===== src/rtl/alu_op_sequencer_if.sv =====
// Request, register-file and ALU bundle for the ALU op sequencer.
// master = sequencer side, slave = decode / datapath side.
interface alu_op_sequencer_if #(
  parameter int DATA_W = 32,
  parameter int REG_AW = 4
);
  logic              start;
  logic [3:0]        opcode;
  logic [REG_AW-1:0] ra_idx;
  logic [REG_AW-1:0] rb_idx;
  logic [REG_AW-1:0] rd_idx;
  logic              busy;
  logic              done;
  logic              err;
  logic [REG_AW-1:0] rf_raddr;
  logic [DATA_W-1:0] rf_rdata;
  logic              rf_we;
  logic [REG_AW-1:0] rf_waddr;
  logic [DATA_W-1:0] rf_wdata;
  logic [3:0]        alu_op;
  logic [DATA_W-1:0] alu_a;
  logic [DATA_W-1:0] alu_b;
  logic [DATA_W-1:0] alu_result;

  modport master (
    input  start, opcode, ra_idx, rb_idx, rd_idx,
    input  rf_rdata, alu_result,
    output busy, done, err,
    output rf_raddr, rf_we, rf_waddr, rf_wdata,
    output alu_op, alu_a, alu_b
  );

  modport slave (
    output start, opcode, ra_idx, rb_idx, rd_idx,
    output rf_rdata, alu_result,
    input  busy, done, err,
    input  rf_raddr, rf_we, rf_waddr, rf_wdata,
    input  alu_op, alu_a, alu_b
  );
endinterface


===== src/rtl/alu_op_sequencer.sv =====
// Multi-cycle register-to-register ALU sequencer.
// Reads A then B, executes on the ALU or shifts internally, writes back.
module alu_op_sequencer #(
  parameter int DATA_W  = 32,
  parameter int REG_AW  = 4,
  parameter int SHAMT_W = 5
) (
  input logic                 clk,
  input logic                 clr,
  alu_op_sequencer_if.master  bus
);

  typedef enum logic [2:0] {
    S_IDLE,
    S_RDA,
    S_RDB,
    S_EXEC,
    S_SHIFT,
    S_WB
  } state_t;

  state_t              state_q, state_d;
  logic [3:0]          op_q, op_d;
  logic [REG_AW-1:0]   ra_q, ra_d;
  logic [REG_AW-1:0]   rb_q, rb_d;
  logic [REG_AW-1:0]   rd_q, rd_d;
  logic [DATA_W-1:0]   y_q, y_d;
  logic [DATA_W-1:0]   b_q, b_d;
  logic [DATA_W-1:0]   z_q, z_d;
  logic [SHAMT_W-1:0]  cnt_q, cnt_d;

  logic [REG_AW-1:0]   raddr_q, raddr_d;
  logic [3:0]          aluop_q, aluop_d;
  logic                we_q, we_d;
  logic [REG_AW-1:0]   waddr_q, waddr_d;
  logic [DATA_W-1:0]   wdata_q, wdata_d;
  logic                busy_q, busy_d;
  logic                done_q, done_d;
  logic                err_q, err_d;

  logic [SHAMT_W-1:0]  shamt;
  logic [DATA_W-1:0]   z_sh;

  function automatic logic is_alu(input logic [3:0] o);
    return o <= 4'd5;
  endfunction

  function automatic logic is_shift(input logic [3:0] o);
    return (o >= 4'h8) && (o <= 4'hC);
  endfunction

  function automatic logic [DATA_W-1:0] shift1(
    input logic [3:0]        o,
    input logic [DATA_W-1:0] v
  );
    logic [DATA_W-1:0] r;
    case (o)
      4'h8:    r = {1'b0, v[DATA_W-1:1]};
      4'h9:    r = {v[DATA_W-1], v[DATA_W-1:1]};
      4'hA:    r = {v[DATA_W-2:0], 1'b0};
      4'hB:    r = {v[0], v[DATA_W-1:1]};
      4'hC:    r = {v[DATA_W-2:0], v[DATA_W-1]};
      default: r = v;
    endcase
    return r;
  endfunction

  assign shamt = bus.rf_rdata[SHAMT_W-1:0];
  assign z_sh  = shift1(op_q, z_q);

  always_comb begin
    state_d = state_q;
    op_d    = op_q;
    ra_d    = ra_q;
    rb_d    = rb_q;
    rd_d    = rd_q;
    y_d     = y_q;
    b_d     = b_q;
    z_d     = z_q;
    cnt_d   = cnt_q;
    raddr_d = '0;
    aluop_d = '0;
    we_d    = 1'b0;
    waddr_d = '0;
    wdata_d = '0;
    busy_d  = 1'b1;
    done_d  = 1'b0;
    err_d   = 1'b0;

    case (state_q)
      S_IDLE: begin
        busy_d = 1'b0;
        if (bus.start) begin
          if (is_alu(bus.opcode) || is_shift(bus.opcode)) begin
            op_d    = bus.opcode;
            ra_d    = bus.ra_idx;
            rb_d    = bus.rb_idx;
            rd_d    = bus.rd_idx;
            raddr_d = bus.ra_idx;
            busy_d  = 1'b1;
            state_d = S_RDA;
          end else begin
            err_d = 1'b1;
          end
        end
      end
      S_RDA: begin
        y_d     = bus.rf_rdata;
        raddr_d = rb_q;
        state_d = S_RDB;
      end
      S_RDB: begin
        b_d = bus.rf_rdata;
        if (is_alu(op_q)) begin
          aluop_d = op_q;
          state_d = S_EXEC;
        end else begin
          // zero count skips SHIFT and writes A back untouched
          z_d = y_q;
          if (shamt != '0) begin
            cnt_d   = shamt;
            state_d = S_SHIFT;
          end else begin
            state_d = S_WB;
          end
        end
      end
      S_EXEC: begin
        z_d     = bus.alu_result;
        state_d = S_WB;
      end
      S_SHIFT: begin
        z_d   = z_sh;
        cnt_d = cnt_q - 1'b1;
        if (cnt_q == SHAMT_W'(1)) state_d = S_WB;
      end
      S_WB: begin
        busy_d  = 1'b0;
        state_d = S_IDLE;
      end
      default: begin
        busy_d  = 1'b0;
        state_d = S_IDLE;
      end
    endcase

    // writeback outputs are registered on entry to WB
    if (state_d == S_WB) begin
      we_d    = 1'b1;
      waddr_d = rd_q;
      wdata_d = z_d;
      done_d  = 1'b1;
    end
  end

  always_ff @(posedge clk or posedge clr) begin
    if (clr) begin
      state_q <= S_IDLE;
      op_q    <= '0;
      ra_q    <= '0;
      rb_q    <= '0;
      rd_q    <= '0;
      y_q     <= '0;
      b_q     <= '0;
      z_q     <= '0;
      cnt_q   <= '0;
      raddr_q <= '0;
      aluop_q <= '0;
      we_q    <= 1'b0;
      waddr_q <= '0;
      wdata_q <= '0;
      busy_q  <= 1'b0;
      done_q  <= 1'b0;
      err_q   <= 1'b0;
    end else begin
      state_q <= state_d;
      op_q    <= op_d;
      ra_q    <= ra_d;
      rb_q    <= rb_d;
      rd_q    <= rd_d;
      y_q     <= y_d;
      b_q     <= b_d;
      z_q     <= z_d;
      cnt_q   <= cnt_d;
      raddr_q <= raddr_d;
      aluop_q <= aluop_d;
      we_q    <= we_d;
      waddr_q <= waddr_d;
      wdata_q <= wdata_d;
      busy_q  <= busy_d;
      done_q  <= done_d;
      err_q   <= err_d;
    end
  end

  assign bus.rf_raddr = raddr_q;
  assign bus.alu_op   = aluop_q;
  assign bus.alu_a    = y_q;
  assign bus.alu_b    = b_q;
  assign bus.rf_we    = we_q;
  assign bus.rf_waddr = waddr_q;
  assign bus.rf_wdata = wdata_q;
  assign bus.busy     = busy_q;
  assign bus.done     = done_q;
  assign bus.err      = err_q;

endmodule


===== src/flat_wrapper.sv =====
// flat-port wrapper written by rule: the top's interface ports become plain ports
module alu_op_sequencer_flat 
#(
  parameter int DATA_W  = 32,
  parameter int REG_AW  = 4,
  parameter int SHAMT_W = 5
)
  (clk, clr, bus_start, bus_opcode, bus_ra_idx, bus_rb_idx, bus_rd_idx, bus_rf_rdata, bus_alu_result, bus_busy, bus_done, bus_err, bus_rf_raddr, bus_rf_we, bus_rf_waddr, bus_rf_wdata, bus_alu_op, bus_alu_a, bus_alu_b);
  alu_op_sequencer_if #(.DATA_W(DATA_W), .REG_AW(REG_AW)) bus_i ();
  input logic clk;
  input logic clr;
  input wire logic [$bits(bus_i.start)-1:0] bus_start;
  input wire logic [$bits(bus_i.opcode)-1:0] bus_opcode;
  input wire logic [$bits(bus_i.ra_idx)-1:0] bus_ra_idx;
  input wire logic [$bits(bus_i.rb_idx)-1:0] bus_rb_idx;
  input wire logic [$bits(bus_i.rd_idx)-1:0] bus_rd_idx;
  input wire logic [$bits(bus_i.rf_rdata)-1:0] bus_rf_rdata;
  input wire logic [$bits(bus_i.alu_result)-1:0] bus_alu_result;
  output wire logic [$bits(bus_i.busy)-1:0] bus_busy;
  output wire logic [$bits(bus_i.done)-1:0] bus_done;
  output wire logic [$bits(bus_i.err)-1:0] bus_err;
  output wire logic [$bits(bus_i.rf_raddr)-1:0] bus_rf_raddr;
  output wire logic [$bits(bus_i.rf_we)-1:0] bus_rf_we;
  output wire logic [$bits(bus_i.rf_waddr)-1:0] bus_rf_waddr;
  output wire logic [$bits(bus_i.rf_wdata)-1:0] bus_rf_wdata;
  output wire logic [$bits(bus_i.alu_op)-1:0] bus_alu_op;
  output wire logic [$bits(bus_i.alu_a)-1:0] bus_alu_a;
  output wire logic [$bits(bus_i.alu_b)-1:0] bus_alu_b;
  assign bus_i.start = bus_start;
  assign bus_i.opcode = bus_opcode;
  assign bus_i.ra_idx = bus_ra_idx;
  assign bus_i.rb_idx = bus_rb_idx;
  assign bus_i.rd_idx = bus_rd_idx;
  assign bus_i.rf_rdata = bus_rf_rdata;
  assign bus_i.alu_result = bus_alu_result;
  assign bus_busy = bus_i.busy;
  assign bus_done = bus_i.done;
  assign bus_err = bus_i.err;
  assign bus_rf_raddr = bus_i.rf_raddr;
  assign bus_rf_we = bus_i.rf_we;
  assign bus_rf_waddr = bus_i.rf_waddr;
  assign bus_rf_wdata = bus_i.rf_wdata;
  assign bus_alu_op = bus_i.alu_op;
  assign bus_alu_a = bus_i.alu_a;
  assign bus_alu_b = bus_i.alu_b;
  alu_op_sequencer #(.DATA_W(DATA_W), .REG_AW(REG_AW), .SHAMT_W(SHAMT_W)) u_core (.clk(clk), .clr(clr), .bus(bus_i));
endmodule

===== config.mk =====
export PLATFORM = sky130hd
export DESIGN_NAME = alu_op_sequencer_flat
export DESIGN_NICKNAME = d
export VERILOG_FILES = /design/src/rtl/alu_op_sequencer_if.sv /design/src/rtl/alu_op_sequencer.sv /design/src/flat_wrapper.sv
export SDC_FILE = /design/constraint.sdc
export NUM_CORES = 1
export LEC_CHECK = 0
export ABC_AREA = 1
export BUFFER_PORTS_ARGS = -buffer_cell sky130_fd_sc_hd__buf_4
export CORE_MARGIN = 2
export CORE_UTILIZATION = 45
export CTS_CLUSTER_DIAMETER = 30
export DETAILED_ROUTE_END_ITERATION = 8
export PLACE_DENSITY = 0.69
export SYNTH_ARGS = -nofsm -noshare
export SYNTH_HDL_FRONTEND = slang
export SYNTH_SLANG_ARGS = --single-unit

===== constraint.sdc =====
create_clock -name clk -period 11.3 [get_ports clk]
set_input_delay 0.565 -clock clk [delete_from_list [all_inputs] [get_ports clk]]
set_output_delay 0.565 -clock clk [all_outputs]
set_load 0.05 [all_outputs]

==> results.txt, run 1 <==
----------------------------------------------------
[Place]
  Gp weighted congestion ... 0.9124
  Post-DP HPWL ... 14030 um
  Dpl ws ... 8.802 ns
  IO buf count ... 194

[Setup path]
  Largest fanout on the critical path ... 68
  Element type at the critical path end ... flop
  Element type at the critical path start ... flop
  Worst Reg2Reg Path Length in Cells ... 8
  CP Class ... flop to flop
  Endpoint arrival time on the critical path ... 2.88 ns
  Crit path required time ... 11.66 ns

[Clocking]
  CTS tree ... built
  CTS Buf Count ... 17
  Number of gates resized after CTS ... 0
  Clk Latency, worst-skew pair ... 0.43 ns
  Clock tree root buffer cell ... sky130_fd_sc_hd__clkbuf_16
  Number of H-tree levels ... 4
  Number of buffers on the longest clock path ... 2
  Clock-pin transition on the worst setup and hold timing paths ... 0.07 ns
  Setup repair bufs after CTS ... 0
  Total of hold buffers inserted after clock tree synthesis ... 0
  Total clock sinks ... 163

[Synthesis]
  Area share of and/or/nand/nor cells after synthesis ... 29.17%
  Main combinational cell family by area after synthesis ... simple AND/OR/NAND/NOR gates
  Post-Synthesis Cells ... 902
  Total number of yosys warnings ... 0
  Synthesized cell area ... 0.007944 sq mm
  Share of cell area taken by muxes after synthesis ... 0%
  Area share of the leading cell type in the synthesized netlist ... 51.35%
  Sequential cell area fraction in the yosys report ... 51.35%
  Compound-Gate Fraction of Synth Area ... 8.238%
  Biggest area consumer among synthesized cells ... sky130_fd_sc_hd__dfrtp_1
  Number of nets in the synthesized netlist ... 987
  Post-synthesis share of cell area spent on xor and xnor gates ... 0%
  Post-Synth Adder-Cell Area ... 0.3150%
  Number of distinct library cells after synthesis ... 30
  Syn_area_per_cell ... 8.807 sq um
  Top cells by area, synth ... sky130_fd_sc_hd__dfrtp_1, sky130_fd_sc_hd__nand2_1, sky130_fd_sc_hd__o21ai_0
  Total of flip-flops plus latches after synthesis ... 163

[Route]
  Count of vias placed by the detailed router ... 6201
  Remaining number of nets flagged by the antenna check after routing ... 0
  First-pass iteration count of the detailed router ... 5
  Routed via count divided by cell count ... 4.694
  Residual DRC ... 0
  Detailed Route WL ... 19560 um
  Routed length per placed instance ... 14.81 um
  Iteration-0 DRC Markers ... 478

[Floorplanning]
  Die boundary height ... 136.9 um
  Number of placement rows ... 48
  I/O pin total ... 195
  Placeable Area ... 0.01730 sq mm
  Width of the die ... 136.9 um
  Die area ... 0.01873 sq mm
  Initial Util ... 45.93%

[Final layout]
  Total area of multi-input combinational cells ... 0.003005 sq mm
  NumNets Final ... 1168
  Fraction of the core area covered by cells at the end of the flow ... 58.19%
  Fill cell instance count of the final layout ... 1560
  Antenna Diode Count ... 0
  Register cell area after layout ... 0.004079 sq mm
  Fraction of final layout cells with drive strength greater than 1 ... 32.76%
  Most common cell after layout, fill and taps aside ... sky130_fd_sc_hd__nand2_1
  Commonest non-fill, non-tap cells in the layout ... sky130_fd_sc_hd__nand2_1, sky130_fd_sc_hd__buf_4, sky130_fd_sc_hd__dfrtp_1
  Synthesis-to-finish area growth ... 26.70%

[STA]
  Transition time at the pin with the least slew margin ... 1.092 ns
  Period Utilization, post-route ... 22.30%
  Clk_skew ... 0.01013 ns
  RSZ-0062 raised after global routing ... no
  Slack of the critical path ... 8.780 ns
  Hold violation count in the final report ... 0
  Final worst path period need ... 2.520 ns
  Final total negative setup slack ... 0 ns
  Minimum hold slack ... 0.2870 ns
  Final number of setup-violating endpoints ... 0
  Worst slew slack as a fraction of its limit ... 27.00%
  Pins Over Slew Limit ... 0
  Fmax ... 0.3968 GHz

[Status]
  Run status ... finished, final reports clean

[Global route]
  Number of global-route vias before repair ... 6006
  Pin count of the biggest net entering global routing ... 88
  Global-route usage over all layers ... 21.84%
  Number of antenna violations at the first check in global routing ... 0
  GR Overflow Total ... 0
  Global-route wire length before repair ... 31290 um

[Flow run]
  Max Cap Violations ... 0

[Power]
  Pwr per Cell Area ... 306.2 mW/mm^2
  Power consumption ... 3.082 mW
  Static Leak ... 5.630 nW
  Worst ir drop on vdd ... 0.0002191 V

[Min path]
  Min-Delay Path Class ... input port to async pin

----------------------------------------------------
[through the flow]
step	std cells	cell area, sq um
finish	1321	10060
global route	1321	10060
CTS	1321	10060
detailed placement	1289	9479
global placement	1289	9479
floorplan	902	7944
[sequential cells by signal (all words and copies together) (netlist names), 3 cells and up]
signal / flops
u_core.bus.rf_wdata: 32
u_core.op_q: 4
u_core.bus.alu_op: 4
u_core.bus.rf_waddr: 4
u_core.bus.rf_raddr: 4
u_core.rb_q: 4
u_core.bus.alu_a: 32
u_core.z_q: 32
u_core.rd_q: 4
u_core.state_q: 3
u_core.bus.alu_b: 32
u_core.cnt_q: 5
[cell families (layout without fill, tap and decap cells)]
group	after synthesis	after routing
other cells	1	1
buf+inv	197	391
flops	163	163
compound gates	128	128
simple gates	411	411
fa+ha+maj	2	2
[synthesized netlist by cell type]
library cell and n:
sky130_fd_sc_hd__nor3_1 2, sky130_fd_sc_hd__buf_4 1, sky130_fd_sc_hd__inv_8 1, sky130_fd_sc_hd__ha_1 2, sky130_fd_sc_hd__nand2_2 24, sky130_fd_sc_hd__a21oi_1 12
sky130_fd_sc_hd__nand3_2 3, sky130_fd_sc_hd__inv_2 22, sky130_fd_sc_hd__nand4_1 2, sky130_fd_sc_hd__clkbuf_1 16, sky130_fd_sc_hd__nand2_1 266, sky130_fd_sc_hd__buf_8 1
sky130_fd_sc_hd__o21ai_1 3, sky130_fd_sc_hd__nor2_4 3, sky130_fd_sc_hd__o21ai_2 1, sky130_fd_sc_hd__and2_2 1, sky130_fd_sc_hd__nor2_2 6, sky130_fd_sc_hd__nor2_1 32
sky130_fd_sc_hd__inv_1 135, sky130_fd_sc_hd__o22ai_1 2, sky130_fd_sc_hd__nand3_1 11, sky130_fd_sc_hd__inv_4 1, sky130_fd_sc_hd__dfrtp_1 163, sky130_fd_sc_hd__buf_12 5
sky130_fd_sc_hd__nand3_4 28, sky130_fd_sc_hd__conb_1 1, sky130_fd_sc_hd__buf_2 15, sky130_fd_sc_hd__nand2_4 33, sky130_fd_sc_hd__o21ai_0 108, sky130_fd_sc_hd__a21oi_2 2
[critical path, cell delays in order, from the launching register on]
cell                      delay [ns]
sky130_fd_sc_hd__dfrtp_1        0.45
sky130_fd_sc_hd__nor2_2         0.21
sky130_fd_sc_hd__nand2_4        0.35
sky130_fd_sc_hd__nor2_4         0.26
sky130_fd_sc_hd__nor2_4         0.08
sky130_fd_sc_hd__nand2_4        0.64
sky130_fd_sc_hd__and2_2         0.28
sky130_fd_sc_hd__nor2_1         0.05
sky130_fd_sc_hd__nor2_1         0.09
[layer usage]
| layer | up-vias | share of wire [%] | GRT usage (%) |
|---|---|---|---|
| met4 | 0 | 1.5 | 7.446 |
| met3 | 20 | 5.5 | 4.889 |
| met5 | - | 0 | 0 |
| li1 | 3099 | - | - |
| met1 | 2897 | 46 | 30.82 |
| met2 | 185 | 46 | 33.36 |
[cell type report]
cell class,count,area share [%]
clock buffers,17,4.227
clock inverters,15,1.591
inverters,159,6.079
multi-input cells,542,29.86
flip-flops and latches,163,40.53
well taps,225,2.797
repair buffers,200,14.92
[worst paths after layout]
check / start / endpoint / slack (ns)
setup / recovery: u_core.state_q[0]$_DFF_PP0_ / u_core.bus.rf_wdata[0]$_DFF_PP0_ / 8.78
hold / removal: clr / u_core.bus.rf_waddr[1]$_DFF_PP0_ / 0.29
setup reg to reg: u_core.state_q[0]$_DFF_PP0_ / u_core.bus.rf_wdata[0]$_DFF_PP0_ / 8.78
hold reg to reg: u_core.bus.alu_b[15]$_DFFE_PP0P_ / u_core.bus.alu_b[15]$_DFFE_PP0P_ / 0.49
max in group asynchronous: clr / u_core.cnt_q[4]$_DFFE_PP0P_ / 9.53
min in group clk: bus_ra_idx[3] / u_core.bus.rf_raddr[3]$_DFF_PP0_ / 0.37
[power by group]
| part | internal [mW] | switching [mW] | total (mW) |
|---|---|---|---|
| sequential | 0.806 | 0.205 | 1.01 |
| clock | 0.315 | 0.263 | 0.578 |
| combinational | 0.438 | 1.05 | 1.49 |
| total | 1.56 | 1.52 | 3.08 |
No activity file was read; power rests on OpenSTA's default activity.
==> inputs of run 2 (changes only) <==
--- a/config.mk
+++ b/config.mk
@@ -5,13 +5,13 @@
 export SDC_FILE = /design/constraint.sdc
 export NUM_CORES = 1
 export LEC_CHECK = 0
-export ABC_AREA = 1
+export ABC_AREA = 0
 export BUFFER_PORTS_ARGS = -buffer_cell sky130_fd_sc_hd__buf_4
 export CORE_MARGIN = 2
 export CORE_UTILIZATION = 45
 export CTS_CLUSTER_DIAMETER = 30
 export DETAILED_ROUTE_END_ITERATION = 8
-export PLACE_DENSITY = 0.69
+export PLACE_DENSITY = 0.71
 export SYNTH_ARGS = -nofsm -noshare
 export SYNTH_HDL_FRONTEND = slang
 export SYNTH_SLANG_ARGS = --single-unit
==> constraint.sdc (replaced) <==
create_clock -name clk -period 2.57 [get_ports clk]
set_input_delay 0.1285 -clock clk [delete_from_list [all_inputs] [get_ports clk]]
set_output_delay 0.1285 -clock clk [all_outputs]
set_load 0.05 [all_outputs]
==> results.txt, run 2 <==
----------------------------------------------------
[Global route]
  GR Overflow Total ... 0
  Number of antenna violations at the first check in global routing ... 0
  Global-route usage over all layers ... 23.99%
  Global-route wire length before repair ... 29570 um
  Number of global-route vias before repair ... 5386
  Pin count of the biggest net entering global routing ... 50

[STA]
  Pins Over Slew Limit ... 0
  Final worst path period need ... 2.155 ns
  Final total negative setup slack ... 0 ns
  Transition time at the pin with the least slew margin ... 0.9610 ns
  Worst slew slack as a fraction of its limit ... 35.80%
  Hold violation count in the final report ... 0
  Final number of setup-violating endpoints ... 0
  Clk_skew ... 0.008254 ns
  Fmax ... 0.4640 GHz
  Period Utilization, post-route ... 83.85%
  RSZ-0062 raised after global routing ... no

[Setup path]
  Endpoint of the most critical setup path ... u_core.bus.rf_wdata[13]$_DFF_PP0_
  Register-to-register path setup slack ... 0.42 ns
  Worst Reg2Reg Path Length in Cells ... 6
  Reg2reg start ... u_core.state_q[0]$_DFF_PP0_
  Reg2Reg Capture Point ... u_core.bus.rf_wdata[13]$_DFF_PP0_
  Crit path required time ... 2.92 ns
  Element type at the critical path end ... flop
  Element type at the critical path start ... flop
  Endpoint arrival time on the critical path ... 2.51 ns
  CP Class ... flop to flop
  Critical path startpoint ... u_core.state_q[0]$_DFF_PP0_
  Largest fanout on the critical path ... 13

[Clocking]
  Number of buffers on the longest clock path ... 2
  Number of H-tree levels ... 4
  Clock tree root buffer cell ... sky130_fd_sc_hd__clkbuf_16
  Number of gates resized after CTS ... 0
  Clk Latency, worst-skew pair ... 0.43 ns
  CTS Buf Count ... 17
  Setup repair bufs after CTS ... 0
  Clock-pin transition on the worst setup and hold timing paths ... 0.06 ns
  Total clock sinks ... 163
  CTS tree ... built

[Power]
  Power consumption ... 14.25 mW
  Pwr per Cell Area ... 1492 mW/mm^2
  Worst ir drop on vdd ... 0.0009502 V
  Static Leak ... 4.613 nW

[Synthesis]
  Syn_area_per_cell ... 13.05 sq um
  Total number of yosys warnings ... 0
  Main combinational cell family by area after synthesis ... compound AO/OA/AOI/OAI gates
  Biggest area consumer among synthesized cells ... sky130_fd_sc_hd__dfrtp_1
  Synthesized cell area ... 0.006799 sq mm
  Post-Synthesis Cells ... 521
  Total of flip-flops plus latches after synthesis ... 163
  Number of nets in the synthesized netlist ... 606
  Number of flops mapped to enable cells by yosys ... 0
  Compound-Gate Fraction of Synth Area ... 15.99%
  Share of cell area taken by muxes after synthesis ... 12.88%
  Ranking of synthesized cells by instance count ... sky130_fd_sc_hd__dfrtp_1, sky130_fd_sc_hd__mux2_2, sky130_fd_sc_hd__a22o_1
  Most instantiated library cell after synthesis ... sky130_fd_sc_hd__dfrtp_1
  Sequential cell area fraction in the yosys report ... 59.99%
  Ys async rst share ... 100.0%
  Number of distinct library cells after synthesis ... 47
  Area share of the leading cell type in the synthesized netlist ... 59.99%
  Post-Synth Adder-Cell Area ... 0.3681%
  Top cells by area, synth ... sky130_fd_sc_hd__dfrtp_1, sky130_fd_sc_hd__mux2_2, sky130_fd_sc_hd__a22o_1
  Area share of and/or/nand/nor cells after synthesis ... 6.404%
  Primary FF master, synth ... sky130_fd_sc_hd__dfrtp_1
  Post-synthesis share of cell area spent on xor and xnor gates ... 0.1288%

[Route]
  Detailed Route WL ... 18860 um
  Residual DRC ... 0
  Routed via count divided by cell count ... 5.520
  Iteration-0 DRC Markers ... 293
  Routed length per placed instance ... 19.63 um
  Remaining number of nets flagged by the antenna check after routing ... 0
  Count of vias placed by the detailed router ... 5305
  First-pass iteration count of the detailed router ... 5

[Floorplanning]
  I/O pin total ... 195
  Die area ... 0.01611 sq mm
  Width of the die ... 126.9 um
  Placeable Area ... 0.01464 sq mm
  Die boundary height ... 126.9 um
  Initial Util ... 46.43%
  Number of placement rows ... 44

[Place]
  DP Cell Count ... 880
  Gp weighted congestion ... 0.8789
  Post-DP HPWL ... 13180 um
  IO buf count ... 194

[Final layout]
  Total area of multi-input combinational cells ... 0.002454 sq mm
  Fill cell instance count of the final layout ... 1062
  Synthesis-to-finish area growth ... 40.52%
  Final Instance Count excl. Fillers ... 961
  Antenna Diode Count ... 0
  NumNets Final ... 849
  Fraction of final layout cells with drive strength greater than 1 ... 42.21%
  Most common cell after layout, fill and taps aside ... sky130_fd_sc_hd__buf_4
  Fraction of the core area covered by cells at the end of the flow ... 65.24%
  Register cell area after layout ... 0.004079 sq mm
  Commonest non-fill, non-tap cells in the layout ... sky130_fd_sc_hd__buf_4, sky130_fd_sc_hd__dfrtp_1, sky130_fd_sc_hd__mux2_2

[Min path]
  Hold path start ... bus_alu_result[12]
  Min-Delay Path Class ... input port to flop

[Status]
  Run status ... finished, final reports clean

[Flow run]
  Max Cap Violations ... 0

----------------------------------------------------
[run 2: cell count changes after synthesis, moves of 22 or more]
cell                      change
sky130_fd_sc_hd__a22o_1      +65
sky130_fd_sc_hd__inv_1      -108
sky130_fd_sc_hd__inv_2       -22
sky130_fd_sc_hd__mux2_2      +76
sky130_fd_sc_hd__nand2_1    -258
sky130_fd_sc_hd__nand2_2     -24
sky130_fd_sc_hd__nand2_4     -33
sky130_fd_sc_hd__nand3_4     -28
sky130_fd_sc_hd__o21ai_0     -98
[run 2: worst min-delay path by stage]
stage                                                   to  slack [ns]  cells after the start
after floorplan                   u_core.bus.err$_DFF_PP0_        0.24                      2
after global placement    u_core.bus.rf_raddr[2]$_DFF_PP0_        0.35                      2
after detailed placement  u_core.bus.rf_raddr[2]$_DFF_PP0_        0.36                      2
after CTS                         u_core.z_q[12]$_DFF_PP0_        0.02                      4
after global routing              u_core.z_q[12]$_DFF_PP0_        0.05                      4
final                             u_core.z_q[12]$_DFF_PP0_        0.04                      4
[run 2: through the flow]
stage | setup WS [ns] | hold slack [ns] | area [sq um]
after floorplan | 0.3707 | 0.2364 | 6803
after global placement | 0.5136 | 0.3534 | 8489
after detailed placement | 0.4470 | 0.3551 | 8489
after CTS | 0.4208 | 0.02220 | 9554
after global routing | 0.2192 | 0.05363 | 9554
final | 0.4150 | 0.03993 | 9554
[run 2: cell type report]
cell class	instances	area share [%]
repair buffers	260	22.11
flip-flops and latches	163	42.69
multi-input cells	295	25.68
well taps	184	2.410
clock inverters	8	1.074
inverters	27	1.100
clock buffers	24	4.937
[run 2: worst max-delay path, cell delays in order, from the launching register on]
cell	delay [ns]
sky130_fd_sc_hd__dfrtp_1	0.53
sky130_fd_sc_hd__or4b_4	0.63
sky130_fd_sc_hd__a21oi_4	0.15
sky130_fd_sc_hd__a21oi_2	0.05
sky130_fd_sc_hd__o21a_1	0.34
sky130_fd_sc_hd__buf_4	0.25
sky130_fd_sc_hd__nor2b_1	0.13
[run 2: layer usage]
metal  part of all wire, %  track usage (%)  routed length [um]
met1                    43            32.24                8023
met2                    48            38.24                9131
met3                   6.7            5.483                1255
met4                   2.4            9.244                 454
met5                     0                0                   0
[run 2: power by group]
group | switching, mW | internal (mW)
Combinational | 4.53 | 2.73
Clock | 1.00 | 1.48
Sequential | 0.880 | 3.64
[run 2: logic make-up after synthesis]
kind of cell | Yosys count
mux | 78
fa+ha+maj | 2
flops | 163
xor+xnor | 1
other cells | 1
compound gates | 128
simple gates | 85
buf+inv | 63
[run 2: what timing repair did]
action                                  in CTS  in global routing
hold buffers                                49                  0
endpoints found under the hold margin      117                  0
endpoints found under the setup margin       0                  0
==> inputs of run 3 (changes only) <==
--- a/config.mk
+++ b/config.mk
@@ -11,7 +11,7 @@
 export CORE_UTILIZATION = 45
 export CTS_CLUSTER_DIAMETER = 30
 export DETAILED_ROUTE_END_ITERATION = 8
-export PLACE_DENSITY = 0.71
+export PLACE_DENSITY = 0.73
 export SYNTH_ARGS = -nofsm -noshare
 export SYNTH_HDL_FRONTEND = slang
 export SYNTH_SLANG_ARGS = --single-unit
==> constraint.sdc (replaced) <==
create_clock -name clk -period 1.9 [get_ports clk]
set_input_delay 0.095 -clock clk [delete_from_list [all_inputs] [get_ports clk]]
set_output_delay 0.095 -clock clk [all_outputs]
set_load 0.05 [all_outputs]
==> results.txt, run 3 (synthesized netlist as in run 2, its figures left out) <==
----------------------------------------------------
[STA]
  Clk_skew ... 0.009425 ns
  Transition time at the pin with the least slew margin ... 0.6985 ns
  Final worst path period need ... 1.907 ns
  Slack of the critical path ... -0.007185 ns
  Final number of setup-violating endpoints ... 1
  Final total negative setup slack ... -0.007185 ns
  Minimum hold slack ... 0.01906 ns
  Pins Over Slew Limit ... 0
  Worst slew slack as a fraction of its limit ... 53.39%
  Hold violation count in the final report ... 0
  Period Utilization, post-route ... 100.4%
  RSZ-0062 raised after global routing ... yes
  Fmax ... 0.5243 GHz

[Global route]
  Pin count of the biggest net entering global routing ... 56
  Global-route usage over all layers ... 24.59%
  GR Overflow Total ... 0
  Number of antenna violations at the first check in global routing ... 1
  Global-route wire length before repair ... 30570 um
  Number of global-route vias before repair ... 5708

[Floorplanning]
  Placeable Area ... 0.01464 sq mm
  Width of the die ... 126.9 um
  Initial Util ... 46.43%
  Die area ... 0.01611 sq mm
  I/O pin total ... 195
  Die boundary height ... 126.9 um
  Number of placement rows ... 44

[Final layout]
  Fill cell instance count of the final layout ... 1002
  Most common cell after layout, fill and taps aside ... sky130_fd_sc_hd__buf_4
  Commonest non-fill, non-tap cells in the layout ... sky130_fd_sc_hd__buf_4, sky130_fd_sc_hd__dfrtp_1, sky130_fd_sc_hd__mux2_2
  NumNets Final ... 879
  Synthesis-to-finish area growth ... 51.49%
  Fraction of final layout cells with drive strength greater than 1 ... 50.68%
  Finished layout cell area ... 0.01030 sq mm

[Setup path]
  Chain of cells forming the critical path ... or4b_4 > a21oi_4 > a21oi_2 > o21a_4 > clkbuf_16 > nor2_1
  Largest fanout on the critical path ... 6
  Element type at the critical path start ... flop
  Element type at the critical path end ... flop
  Crit path required time ... 2.24 ns
  CP Class ... flop to flop
  Crit-path max cell delay ... 0.58 ns
  Cell at the slowest stage of the critical path ... sky130_fd_sc_hd__or4b_4
  Endpoint arrival time on the critical path ... 2.25 ns

[Route]
  Residual DRC ... 0
  First-pass iteration count of the detailed router ... 5
  Iteration-0 DRC Markers ... 520
  Routed length per placed instance ... 20.62 um
  Count of vias placed by the detailed router ... 5538
  Detailed Route WL ... 20460 um
  Remaining number of nets flagged by the antenna check after routing ... 0
  Routed via count divided by cell count ... 5.583

[Clocking]
  Clock tree root buffer cell ... sky130_fd_sc_hd__clkbuf_16
  Clock-pin transition on the worst setup and hold timing paths ... 0.06 ns
  Number of buffers on the longest clock path ... 2
  Clk Latency, worst-skew pair ... 0.42 ns
  CTS Buf Count ... 17
  CTS tree ... built
  Number of H-tree levels ... 4
  Total clock sinks ... 163

[Min path]
  Min-Delay Path Class ... input port to flop

[Place]
  Total placed instance area ... 0.008831 sq mm
  Dpl ws ... -0.1876 ns
  Gp weighted congestion ... 0.9118
  IO buf count ... 194
  Post-DP HPWL ... 13510 um

[Power]
  Static Leak ... 4.913 nW
  Power consumption ... 21.11 mW
  Pwr per Cell Area ... 2050 mW/mm^2
  Worst ir drop on vdd ... 0.001564 V

[Status]
  Run status ... finished, violations left
  Violations in the final reports ... setup timing

[Flow run]
  Max Cap Violations ... 0

----------------------------------------------------
run 3: layout make-up:
class	count	area [sq um]	area share, %
tap	184	230.2	2.235
antenna	1	2.502	0.02430
inverter	27	105.1	1.020
multi-input combinational	296	2753	26.72
clock inverter	8	121.4	1.178
clock buffer	24	501.7	4.871
sequential	163	4084	39.65
timing repair buffer	289	2502	24.30
run 3: per-layer routing:
metal  global-route usage [%]  vias up  wire length, um
met5                        0        -                0
met4                    11.05        0              762
met3                    6.031       44             1094
met2                    39.34      225            10280
met1                    31.98     2803             8322
li1                         -     2466                -
run 3: worst max-delay path, delay by kind of cell (launching register included):
family | cells | cell delay [ns]
buf+inv | 1 | 0.18
compound gates | 3 | 0.51
flops | 1 | 0.44
simple gates | 2 | 0.69
run 3: per-stage QoR:
stage                     util (%)  instances
after floorplan                  -        521
after global placement       60.30        897
after detailed placement     60.30        897
after CTS                    68.34        984
after global routing         70.33        992
final                        70.33        992
run 3: worst paths after layout:
kind | cells after the start | end | slack (ns) | start
max | 6 | u_core.bus.rf_wdata[23]$_DFF_PP0_ | -0.007 | u_core.state_q[1]$_DFF_PP0_
min | 4 | u_core.z_q[12]$_DFF_PP0_ | 0.02 | bus_alu_result[12]
max reg2reg | 6 | u_core.bus.rf_wdata[23]$_DFF_PP0_ | -0.007 | u_core.state_q[1]$_DFF_PP0_
min reg2reg | 1 | u_core.bus.rf_raddr[2]$_DFF_PP0_ | 0.50 | u_core.rb_q[2]$_DFFE_PP0P_
max in group asynchronous | 4 | u_core.cnt_q[4]$_DFFE_PP0P_ | 0.93 | clr
min in group asynchronous | 3 | u_core.bus.rf_waddr[1]$_DFF_PP0_ | 0.30 | clr
run 3: repair_timing:
item	4_1_cts	5_1_grt
endpoints found under the setup margin	72	55
buffers inserted	6	1
cloned	0	6
hold endpoints to repair	101	0
hold buffers	49	0
resized for setup	8	40
pin swaps	1	3
run 3: report_power, final:
part           switching [mW]  leakage [nW]  internal, mW
Clock                    1.33         0.307          2.24
Sequential               1.29          2.03          4.93
Combinational            6.71          2.58          4.62
